==> config.mk <==
export PLATFORM = sky130hd
export DESIGN_NAME = pool_window_buffer
export DESIGN_NICKNAME = d
export VERILOG_FILES = /design/src/rtl/pool_window_buffer_pkg.sv /design/src/rtl/line_buffer_row.sv /design/src/rtl/pool_window_buffer.sv
export SDC_FILE = /design/constraint.sdc
export NUM_CORES = 1
export LEC_CHECK = 0
export ABC_AREA = 1
export BUFFER_PORTS_ARGS = -buffer_cell sky130_fd_sc_hd__buf_2
export CAP_MARGIN = 40
export CORE_MARGIN = 3
export CORE_UTILIZATION = 44
export CTS_BUF_LIST = sky130_fd_sc_hd__clkbuf_16
export CTS_CLUSTER_SIZE = 30
export DETAILED_ROUTE_END_ITERATION = 10
export MAX_ROUTING_LAYER = met4
export PLACE_DENSITY = 0.67
export REMOVE_ABC_BUFFERS = 1
export SLEW_MARGIN = 20
export SYNTH_ARGS = -nofsm -noshare
export SYNTH_HDL_FRONTEND = slang
export SYNTH_SLANG_ARGS = --single-unit
==> constraint.sdc <==
create_clock -name clock -period 2.8 [get_ports clock]
set_input_delay 0.28 -clock clock [delete_from_list [all_inputs] [get_ports clock]]
set_output_delay 0.28 -clock clock [all_outputs]
set_load 0.02 [all_outputs]
==> src/rtl/pool_window_buffer_pkg.sv <==
// Shared CNN helpers: FSM state type, counter sizing, window lane indexing and
// the legality rule for pooling geometry, reused by the window and pooling stages.
package pool_window_buffer_pkg;

  typedef enum logic {
    ST_FILL = 1'b0,
    ST_EMIT = 1'b1
  } pwb_state_e;

  // Counter width for a counter that must index 0..limit-1 (never narrower than 1 bit).
  function automatic int cnt_width(input int limit);
    return (limit <= 1) ? 1 : $clog2(limit);
  endfunction

  // Lane k of a packed window for row offset r and column offset c.
  function automatic int lane_idx(input int r, input int c, input int s);
    return r * s + c;
  endfunction

  function automatic bit params_legal(input int s, input int row_size, input int column_size);
    if (s < 1) return 1'b0;
    return (row_size >= s) && (column_size >= s) &&
           (row_size % s == 0) && (column_size % s == 0);
  endfunction

endpackage

==> src/rtl/line_buffer_row.sv <==
// One stored image row: single write port, combinational read of STRIDE_SIZE
// consecutive entries starting at a window-aligned base column.
module line_buffer_row
  import pool_window_buffer_pkg::*;
#(
  parameter int DATA_WIDTH  = 16,
  parameter int ROW_SIZE    = 4,
  parameter int STRIDE_SIZE = 2,
  parameter int AW          = cnt_width(ROW_SIZE)
) (
  input  logic                            clock,
  input  logic                            i_wr_en,
  input  logic [AW-1:0]                   i_wr_addr,
  input  logic [DATA_WIDTH-1:0]           i_wr_data,
  input  logic [AW-1:0]                   i_rd_base,
  output logic [STRIDE_SIZE*DATA_WIDTH-1:0] o_rd_data
);

  logic [DATA_WIDTH-1:0] r_mem [ROW_SIZE];

  always_ff @(posedge clock) begin
    if (i_wr_en) r_mem[i_wr_addr] <= i_wr_data;
  end

  for (genvar gi = 0; gi < STRIDE_SIZE; gi++) begin : g_rd
    localparam logic [AW-1:0] OFS = AW'(gi);
    assign o_rd_data[gi*DATA_WIDTH +: DATA_WIDTH] = r_mem[i_rd_base + OFS];
  end

endmodule

==> src/rtl/pool_window_buffer.sv <==
// Turns a raster pixel stream into non-overlapping STRIDE_SIZE x STRIDE_SIZE
// windows for the pooling stage; upper window rows come from line buffers.
module pool_window_buffer
  import pool_window_buffer_pkg::*;
#(
  parameter int STRIDE_SIZE = 2,
  parameter int DATA_WIDTH  = 16,
  parameter int ROW_SIZE    = 4,
  parameter int COLUMN_SIZE = 4
) (
  input  logic                                        clock,
  input  logic                                        reset_n,
  input  logic [DATA_WIDTH-1:0]                       pixel_in,
  input  logic                                        pixel_valid,
  output logic [STRIDE_SIZE*STRIDE_SIZE*DATA_WIDTH-1:0] window_out,
  output logic                                        window_valid,
  output logic                                        frame_done
);

  localparam int WIN = STRIDE_SIZE * STRIDE_SIZE * DATA_WIDTH;
  localparam int CW  = cnt_width(ROW_SIZE);
  localparam int RW  = cnt_width(COLUMN_SIZE);
  localparam int PW  = cnt_width(STRIDE_SIZE);
  localparam int NLB = (STRIDE_SIZE > 1) ? STRIDE_SIZE - 1 : 1;

  localparam logic [CW-1:0] COL_LAST     = CW'(ROW_SIZE - 1);
  localparam logic [RW-1:0] ROW_LAST     = RW'(COLUMN_SIZE - 1);
  localparam logic [PW-1:0] PH_LAST      = PW'(STRIDE_SIZE - 1);
  localparam logic [PW-1:0] PH_FILL_LAST = PW'(STRIDE_SIZE - 2);

  if (!params_legal(STRIDE_SIZE, ROW_SIZE, COLUMN_SIZE)) begin : g_illegal
    $error("pool_window_buffer: ROW_SIZE/COLUMN_SIZE must be multiples of STRIDE_SIZE >= 1");
  end

  pwb_state_e            r_state, w_state_next;
  logic [CW-1:0]         r_col;
  logic [RW-1:0]         r_row;
  logic [PW-1:0]         r_phase;
  logic [PW-1:0]         r_sub;
  logic                  w_accept, w_in_emit, w_fire;
  logic                  w_last_col, w_last_row, w_last_sub;
  logic [CW-1:0]         w_grp_base;
  logic [NLB-1:0]        w_lb_we;
  logic [STRIDE_SIZE*DATA_WIDTH-1:0] w_lb_rd [NLB];
  logic [DATA_WIDTH-1:0] r_shift [NLB];
  logic [WIN-1:0]        w_window;
  logic [WIN-1:0]        r_window_out;
  logic                  r_window_valid, r_frame_done;

  assign w_accept   = pixel_valid;
  assign w_last_col = (r_col == COL_LAST);
  assign w_last_row = (r_row == ROW_LAST);
  assign w_last_sub = (r_sub == PH_LAST);
  assign w_grp_base = r_col - CW'(r_sub);

  // r_sub is the column offset inside the current window (col mod STRIDE_SIZE).
  always_ff @(posedge clock or negedge reset_n) begin
    if (!reset_n) begin
      r_col   <= '0;
      r_row   <= '0;
      r_phase <= '0;
      r_sub   <= '0;
    end else if (w_accept) begin
      r_sub <= w_last_sub ? '0 : r_sub + 1'b1;
      if (w_last_col) begin
        r_col <= '0;
        if (w_last_row) begin
          r_row   <= '0;
          r_phase <= '0;
        end else begin
          r_row   <= r_row + 1'b1;
          r_phase <= (r_phase == PH_LAST) ? '0 : r_phase + 1'b1;
        end
      end else begin
        r_col <= r_col + 1'b1;
      end
    end
  end

  always_ff @(posedge clock or negedge reset_n) begin
    if (!reset_n) r_state <= ST_FILL;
    else          r_state <= w_state_next;
  end

  always_comb begin
    w_state_next = r_state;
    if (STRIDE_SIZE == 1) begin
      w_state_next = ST_EMIT;
    end else if (w_accept && w_last_col) begin
      if (r_state == ST_FILL && r_phase == PH_FILL_LAST) w_state_next = ST_EMIT;
      else if (r_state == ST_EMIT)                       w_state_next = ST_FILL;
    end
  end

  // With a 1x1 window every row is an output row, even straight out of reset.
  always_comb begin
    w_in_emit = (r_state == ST_EMIT) || (STRIDE_SIZE == 1);
    w_fire    = w_accept && w_in_emit && w_last_sub;
  end

  for (genvar gi = 0; gi < STRIDE_SIZE - 1; gi++) begin : g_lb
    assign w_lb_we[gi] = w_accept && !w_in_emit && (r_phase == PW'(gi));

    line_buffer_row #(
      .DATA_WIDTH (DATA_WIDTH),
      .ROW_SIZE   (ROW_SIZE),
      .STRIDE_SIZE(STRIDE_SIZE),
      .AW         (CW)
    ) u_line_buffer_row (
      .clock    (clock),
      .i_wr_en  (w_lb_we[gi]),
      .i_wr_addr(r_col),
      .i_wr_data(pixel_in),
      .i_rd_base(w_grp_base),
      .o_rd_data(w_lb_rd[gi])
    );
  end

  if (STRIDE_SIZE > 1) begin : g_shift
    always_ff @(posedge clock) begin
      if (w_accept && w_in_emit) begin
        for (int j = 0; j < NLB - 1; j++) r_shift[j] <= r_shift[j+1];
        r_shift[NLB-1] <= pixel_in;
      end
    end
  end

  // Bottom window row: earlier pixels from the shift register, last one straight from the input.
  for (genvar gr = 0; gr < STRIDE_SIZE; gr++) begin : g_win_r
    for (genvar gc = 0; gc < STRIDE_SIZE; gc++) begin : g_win_c
      localparam int K = lane_idx(gr, gc, STRIDE_SIZE);
      if (gr < STRIDE_SIZE - 1) begin : g_top
        assign w_window[K*DATA_WIDTH +: DATA_WIDTH] = w_lb_rd[gr][gc*DATA_WIDTH +: DATA_WIDTH];
      end else if (gc < STRIDE_SIZE - 1) begin : g_shift_lane
        assign w_window[K*DATA_WIDTH +: DATA_WIDTH] = r_shift[gc];
      end else begin : g_live
        assign w_window[K*DATA_WIDTH +: DATA_WIDTH] = pixel_in;
      end
    end
  end

  always_ff @(posedge clock or negedge reset_n) begin
    if (!reset_n) begin
      r_window_out   <= '0;
      r_window_valid <= 1'b0;
      r_frame_done   <= 1'b0;
    end else begin
      r_window_valid <= w_fire;
      r_frame_done   <= w_fire && w_last_col && w_last_row;
      if (w_fire) r_window_out <= w_window;
    end
  end

  assign window_out   = r_window_out;
  assign window_valid = r_window_valid;
  assign frame_done   = r_frame_done;

endmodule
---- Yosys cells after proc, flatten, opt, wreduce, memory -nomap -nowiden ----
Memories as Yosys holds them, arrays and structs flattened. A register that Yosys moved wholly into a read port is not among the register bits.
Index checks and enable logic that the tools add are counted.
cells by class
  multiplexer cells ....................... 10
  eq/ne operators ......................... 2
  add/subtract/negate cells ............... 6
  bitwise logic cells ..................... 2
  reduce and logical (&&, ||, !) cells .... 13
operators by type and width
  cell                   count
  $logic_and A1 B1 Y1    8
  $mux W1                8
  $add A2 B1 Y2 const B  3
  $eq A2 B2 Y1 const B   2
  $logic_not A1 Y1       4
  $mux W2                2
  $add A1 B1 Y1 const B  2
  $not A1 Y1             2
  $reduce_and A2 Y1      1
  $sub A2 B1 Y2          1
storage, ports and cells
  register bits after elaboration ......... 73
  memories ................................ 2
  output and inout port bits .............. 66
  bits in writable memories ............... 80
  logic and storage cells ................. 43
  input bits .............................. 19
memories
  name                             words  width  rd ports  clocked after memory_dff  wr ports  line                      RTL
  g_lb[0].u_line_buffer_row.r_mem  4      16     2         2                         1         line_buffer_row.sv:19     logic [DATA_WIDTH-1:0] r_mem [ROW_SIZE];
  r_shift                          1      16     1         1                         1         pool_window_buffer.sv:45  logic [DATA_WIDTH-1:0] r_shift [NLB];

---- Longest topological paths before layout ----
Gate-level depths: netlist of run 1.
  depth after elaboration ................. 5
  depth in mapped cells ................... 11
  depth with buffers taken out ............ 10

---- By module ----
From an unflattened synthesis of run 1, not the netlist that was laid out.
second synthesis, totals
  cells, all modules ...................... 764
  area, all modules ....................... 6,920.4 sq um
modules (own cells, without submodules)
  module              cells each  times used  area each (sq um)  sequential area each (sq um)
  pool_window_buffer  349         1           3,565.9            2,307.2
  line_buffer_row     415         1           3,354.5            1,921.8

---- Worst setup path after synthesis of run 1 ----
No wires, ideal clock.
  kind .................................... register to register
  from .................................... register r_col[1]
  to ...................................... memory g_lb[0].u_line_buffer_row.r_mem[0][0] (enable)
  stages on the path, launching flop included .. 5
  period minus slack after synthesis ...... 1.778 ns
  buffers on the path ..................... 0
  required time ........................... 2.411 ns
  arrival time ............................ 1.390 ns
  setup slack ............................. 1.022 ns
  library setup time ...................... 0.389 ns
  cells stage by stage .................... dfrtp_1 -> inv_2 -> ha_1 -> inv_1 -> nor2_1
RTL lines
  what                      line                      RTL
  start: declaration        pool_window_buffer.sv:36  logic [CW-1:0] r_col;
  start signal: assignment  pool_window_buffer.sv:75  r_col <= r_col + 1'b1;
  end: declaration          line_buffer_row.sv:19
Straight into the memory's write port.

---- Worst setup path in the final report of run 1 ----
  from .................................... register r_col[0]
  to ...................................... register r_window_out[19], in the netlist window_out[19] (read register of g_lb[0].u_line_buffer_row.r_mem)
between the ends
  word-level cells in the longest chain between the ends .. 2
ends and longest elaborated chain
  what              line                      RTL
  $sub A2 B1 Y2     pool_window_buffer.sv:54  assign w_grp_base = r_col - CW'(r_sub);
  $add A2 B1 Y2     line_buffer_row.sv:27     assign o_rd_data[gi*DATA_WIDTH +: DATA_WIDTH] = r_mem[i_rd_base + OFS];
  end: declaration  pool_window_buffer.sv:47  logic [WIN-1:0] r_window_out;
No other way between the ends.
A chain may end at the register's enable or synchronous reset.

==> results_dict.tcl, run 1 <==
set metrics [dict create \
    relSlewSlack_pct 53.3 \
    layout_common_cells "nand2_1 (370), buf_2 (83), edfxtp_1 (80)" \
    critPathRequiredTime_ns 3.15 \
    finalMaxSlewViolations 0 \
    ant_nets 0 \
    overflow 0 \
    rr_startpoint "r_col[0]" \
    final_nets 779 \
    synth_area_per_cell_sq_um 9.62 \
    cp-startpoint "r_col[0]" \
    post-route-drc-count 0 \
    yosys_register_bits 153 \
    fillers 1251 \
    p_seq_share_pct 34.0 \
    die_x_um 127 \
    fp.dieArea_sq_um 16200 \
    finClkSkew_ns 0.00904 \
    rows 43 \
    power.leakage_nw 3.74 \
    hold_viol_final 0 \
    dr.pass1.iters 5 \
    ios 85 \
    cts_tree "yes" \
    rsz0062_at_grt "false" \
    antenna_found_initial 1 \
    vias_per_cell 5.02 \
    portBuffers 84 \
    fin_crit_sh_pct 73.7 \
    wl_per_cell_um 14.9 \
    final_common_cell "nand2_1" \
    syn_area_sq_um 6470 \
    seq_area_frac_synth_pct 65.3 \
    synth_top_area_share_pct 37.1 \
    end_kind "flip-flop" \
    synth_area_leaders "edfxtp_1 (37%), dfrtp_1 (28%), nand2_1 (22%)" \
    regArea_sq_um 4230 \
    start_util_pct 45.7 \
    startpoint_type "flip-flop" \
    clock_latency_ns 0.42 \
    worst_pin_slew_ns 0.700 \
    multi_input_area_sq_um 2000 \
    outcome "finished clean" \
    intPower_w 0.00567 \
    crit_arrival_ns 2.41 \
    fmax_mhz 485 \
    grt_pass1_wl_um 23300 \
    comb_power_share_pct 42.2 \
    busiest_layer "met2" \
    setup_violations 0 \
    grt_start_max_net_pins 66 \
    tns_ns 0 \
    yosysWarnings 0 \
    powerDensity_nw_per_um2 1270 \
    num_vias 4755 \
    cts_buffers 17 \
    hp-class "in -> reg" \
    netlist_instances 673 \
    min_from "pixel_in[7]" \
    numClockSinks 153 \
    use_met1_pct 22.0 \
    clk_pin_slew_ns 0.06 \
    place_hpwl_um 9090 \
    grt_pass1_vias 4736 \
    p_total_w 0.00971 \
    drt_iter0_markers 351 \
    grt_usage_pct 18.9 \
    drive_gt1_share_pct 18.6 \
    ys_types 20 \
    hold_slack_ns 0.105 \
    grtUsageMet2_pct 31.5 \
    area_growth_syn_to_layout_pct 18.5 \
    htree_levels 4 \
    path_max_fanout 48 \
    clockRootBuffer "clkbuf_16" \
    cts_setup_buffers 0 \
    core_sq_um 14100 \
    clockBufferDepth 2 \
    critPathKind "reg -> reg" \
    maxCapViolCount 0 \
    synth_top_area_cell "edfxtp_1" \
    min_period_ns 2.06 \
    power_frac_clock_pct 23.7 \
    power.switching_w 0.00404 \
    vdd_drop_max_v 0.000831 \
    die_h_um 127 \
    p_sw_share_pct 41.6 \
    grtUsageMet3_pct 4.60 \
    wl_um 14100 \
    gp_congestion 0.803 \
]
[per-layer routing]
layer | wire, um | vias to the layer above
met5 | 0 | -
met4 | 182 | 0
met3 | 830 | 15
met2 | 7130 | 151
met1 | 5990 | 2251
li1 | - | 2338
[final cells by class]
class | instances | share of cell area [%]
Antenna cell | 1 | 0.0326
Clock buffer | 17 | 5.54
Clock inverter | 15 | 2.27
Inverter | 12 | 0.587
Multi-Input combinational cell | 471 | 26.0
Sequential cell | 153 | 55.1
Tap cell | 180 | 2.94
Timing Repair Buffer | 99 | 7.49
[worst max-delay path, cell delays in order (launching register included)]
cell and delay, ns:
dfrtp_1 0.38, inv_1 0.11, ha_2 0.51, buf_4 0.48
nand2_1 0.13, nand2_1 0.10, nand3_1 0.08, nand2_1 0.08
nand2_1 0.05, nand2_1 0.06
[stage by stage]
step	utilization, %	setup WS, ns	cell area (sq um)	instances
floorplan	-	-0.254	6260	636
global placement	49.6	0.791	7020	912
detailed placement	49.8	0.683	7050	913
CTS	54.1	0.659	7660	946
global route	54.2	0.543	7670	948
finish	54.2	0.736	7670	948
[Yosys cell counts (all sizes together)]
cell,n
buf,33
clkbuf,4
dfrtp,73
edfxtp,80
ha,6
inv,12
nand2,374
nand3,69
nand4,10
nor2,5
nor3,1
o21ai,5
xor2,1
[state kept, by name, indices dropped and copies added (netlist names)]
name                          cells
frame_done                        1
r_phase                           1
r_sub                             1
r_state                           1
window_out                       64
r_row                             2
g_lb.u_line_buffer_row.r_mem     64
r_shift                          16
r_col                             2
window_valid                      1
[timing repair]
| item | in CTS | in global routing |
|---|---|---|
| gates resized for setup | 0 | 0 |
| hold buffers | 1 | 0 |
| hold endpoints to repair | 27 | 0 |
| setup endpoints to repair | 0 | 0 |
[power groups by stage]
| stage | clock network [W] | registers, W | logic [W] |
|---|---|---|---|
| floorplan | 0 | 0.00381 | 0.00228 |
| global route | 0.00246 | 0.00338 | 0.00460 |
| global placement | 0 | 0.00332 | 0.00397 |
| finish | 0.00230 | 0.00330 | 0.00410 |
| detailed placement | 0 | 0.00334 | 0.00407 |
| CTS | 0.00234 | 0.00331 | 0.00408 |
[worst paths after layout]
path / cells past startpoint / slack, ns / endpoint
setup / recovery: 9 / 0.74 / window_out[19]
hold / removal: 1 / 0.11 / g_lb[0].u_line_buffer_row.r_mem[0][7]
min in group asynchronous: 2 / 0.34 / window_out[24]
hold reg to reg: 2 / 0.44 / window_out[35]
max in group asynchronous: 3 / 1.90 / window_out[52]
setup reg to reg: 9 / 0.74 / window_out[19]
[logic make-up (layout without fill, tap and decap cells)]
family / after synthesis / in the layout / share of synthesized area (%)
AND/OR/NAND/NOR: 459 / 459 / 28.9
flip-flops: 153 / 153 / 65.3
buffers and inverters: 49 / 143 / 4.04
adder cells (fa/ha/maj): 6 / 6 / 1.16
AO/OA/AOI/OAI: 5 / 5 / 0.387
XOR/XNOR: 1 / 1 / 0.135
other: 0 / 1 / 0
No activity file was read; power rests on OpenSTA's default activity.
==> inputs of run 2 (changes only) <==
--- a/config.mk
+++ b/config.mk
@@ -5,7 +5,7 @@
 export SDC_FILE = /design/constraint.sdc
 export NUM_CORES = 1
 export LEC_CHECK = 0
-export ABC_AREA = 1
+export ABC_AREA = 0
 export BUFFER_PORTS_ARGS = -buffer_cell sky130_fd_sc_hd__buf_2
 export CAP_MARGIN = 40
 export CORE_MARGIN = 3
==> constraint.sdc (replaced) <==
create_clock -name clock -period 1.95 [get_ports clock]
set_input_delay 0.195 -clock clock [delete_from_list [all_inputs] [get_ports clock]]
set_output_delay 0.195 -clock clock [all_outputs]
set_load 0.02 [all_outputs]
==> results_dict.tcl, run 2 <==
set metrics [dict create \
    fmax_mhz 525 \
    clock_latency_ns 0.42 \
    rows 42 \
    synth_area_leaders "edfxtp_1 (40%), dfrtp_1 (30%), nand2_1 (7.3%)" \
    ys_async_sr_fraction_pct 47.7 \
    start_util_pct 45.3 \
    hp-class "in -> reg" \
    dr.pass1.iters 4 \
    cts_tree "yes" \
    finalMaxSlewViolations 0 \
    syn_area_sq_um 6050 \
    hold_viol_final 0 \
    grt_start_max_net_pins 48 \
    die_h_um 123 \
    gp_congestion 0.745 \
    p_seq_share_pct 36.1 \
    relSlewSlack_pct 61.4 \
    yosysMostFrequentCell "nand2_1" \
    vias_per_cell 5.19 \
    grt_pass1_vias 3810 \
    maxCapViolCount 0 \
    numClockSinks 153 \
    comb_power_share_pct 40.8 \
    rr_startpoint "r_sub" \
    num_vias 3654 \
    place_ws_ns 0.00153 \
    finalWorstSetupSlack_ns 0.0469 \
    setup_violations 0 \
    seq_area_frac_synth_pct 70.0 \
    drive_gt1_share_pct 33.9 \
    rsz0062_at_grt "false" \
    grtUsageMet2_pct 29.8 \
    cts_buffers 17 \
    finClkSkew_ns 0.00607 \
    n_antenna_cell 0 \
    layout_common_cells "nand2_1 (117), buf_2 (83), edfxtp_1 (80)" \
    grt_usage_pct 19.1 \
    intPower_w 0.00885 \
    ant_nets 0 \
    path_max_fanout 5 \
    htree_levels 4 \
    synth_top_area_share_pct 39.7 \
    clk_pin_slew_ns 0.06 \
    synth_top_area_cell "edfxtp_1" \
    dp.cells 667 \
    min_from "pixel_in[0]" \
    synth_enable_flop_cells 80 \
    wl_per_cell_um 18.4 \
    vdd_drop_max_v 0.000937 \
    wl_um 13000 \
    post-route-drc-count 0 \
    core_sq_um 13300 \
    yosysWarnings 0 \
    ios 85 \
    drt_iter0_markers 250 \
    overflow 0 \
    powerDensity_nw_per_um2 1770 \
    fp.dieArea_sq_um 15200 \
    use_met1_pct 24.2 \
    fin_crit_sh_pct 97.6 \
    synth_area_per_cell_sq_um 15.2 \
    power.leakage_nw 3.37 \
    crit_arrival_ns 2.20 \
    clockBufferDepth 2 \
    critPathKind "reg -> reg" \
    yosys_register_bits 153 \
    startpoint_type "flip-flop" \
    end_kind "flip-flop" \
    synth_ff_type "edfxtp_1" \
    portBuffers 84 \
    final_nets 540 \
    power.switching_w 0.00458 \
    antenna_found_initial 0 \
    p_total_w 0.0134 \
    fillers 1099 \
    ys_types 26 \
    critPathRequiredTime_ns 2.25 \
    p_sw_share_pct 34.1 \
    min_period_ns 1.90 \
    grt_pass1_wl_um 20500 \
    finalNonFillerCells 704 \
    clockRootBuffer "clkbuf_16" \
    worst_pin_slew_ns 0.579 \
    place_hpwl_um 8400 \
    tns_ns 0 \
    power_frac_clock_pct 23.1 \
    cp-startpoint "r_sub" \
    final_common_cell "nand2_1" \
    grtUsageMet3_pct 5.12 \
    area_growth_syn_to_layout_pct 25.4 \
    netlist_instances 397 \
    outcome "finished clean" \
    synth_top_cells_by_count "nand2_1 (117), edfxtp_1 (80), dfrtp_1 (73)" \
    busiest_layer "met2" \
    die_x_um 123 \
]
run 2: changes by cell type after synthesis, sizes merged, moves of 2 or more:
cell,change
o221ai,+15
mux2i,+30
nor2,-4
nand2,-257
clkbuf,+2
and3,+4
inv,-8
nand3,-67
mux4,+17
buf,-20
nand4,-10
mux2,+18
run 2: power by group through the flow:
| stage | sequential [W] | combinational [W] | clock [W] |
|---|---|---|---|
| 2_1_floorplan | 0.00556 | 0.00211 | 0 |
| 3_3_place_gp | 0.00486 | 0.00515 | 0 |
| 3_5_place_dp | 0.00490 | 0.00530 | 0 |
| 4_1_cts | 0.00486 | 0.00553 | 0.00317 |
| 5_1_grt | 0.00496 | 0.00591 | 0.00332 |
| 6_report | 0.00485 | 0.00547 | 0.00310 |
run 2: worst paths after layout:
| kind | depth (start not counted) | slack, ns | endpoint |
|---|---|---|---|
| min | 1 | 0.02 | g_lb[0].u_line_buffer_row.r_mem[0][0] |
| max | 5 | 0.05 | window_out[18] |
| min reg2reg | 2 | 0.44 | window_out[42] |
| min in group asynchronous | 2 | 0.33 | window_out[16] |
| max in group asynchronous | 3 | 1.04 | window_out[61] |
| max reg2reg | 5 | 0.05 | window_out[18] |
run 2: logic make-up after synthesis:
logic type / count (synthesis) / synth area share, %
fa+ha+maj: 6 / 1.24
mux: 65 / 15.7
simple gates: 127 / 8.20
flops: 153 / 70.0
buf+inv: 24 / 1.99
xor+xnor: 2 / 0.290
compound gates: 20 / 2.63
run 2: per-layer routing:
metal,wire [um],part of all wire [%]
met3,618,4.8
met2,6320,49
met4,252,1.9
met1,5760,44
met5,0,0
run 2: what timing repair did:
| action | 4_1_cts | 5_1_grt |
|---|---|---|
| hold buffers | 3 | 0 |
| gates resized for setup | 2 | 2 |
| hold endpoints to repair | 50 | 0 |
| setup buffers | 0 | 1 |
| setup endpoints to repair | 5 | 4 |
| pin swaps | 0 | 0 |
| gates cloned | 1 | 0 |
run 2: layout make-up:
type	instances	area, sq um	share of cell area (%)
repair buffers	118	811	10.7
multi-input cells	220	1740	22.9
well taps	176	220	2.90
inverters	5	23.8	0.313
clock inverters	15	136	1.80
clock buffers	17	425	5.61
flip-flops and latches	153	4230	55.8
run 2: critical path: stages (launching register included):
cell       delay [ns]
dfrtp_1          0.41
ha_4             0.28
inv_6            0.08
bufbuf_16        0.26
mux4_2           0.49
mux2_4           0.26
run 2: stage by stage:
stage / hold slack, ns / area (sq um) / utilization (%)
after global placement: 0.225 / 6930 / 51.9
after detailed placement: 0.228 / 6930 / 51.9
after floorplan: -0.101 / 5940 / -
after CTS: 0.00343 / 7570 / 56.7
final: 0.0247 / 7580 / 56.8
after global routing: 0.00883 / 7580 / 56.8
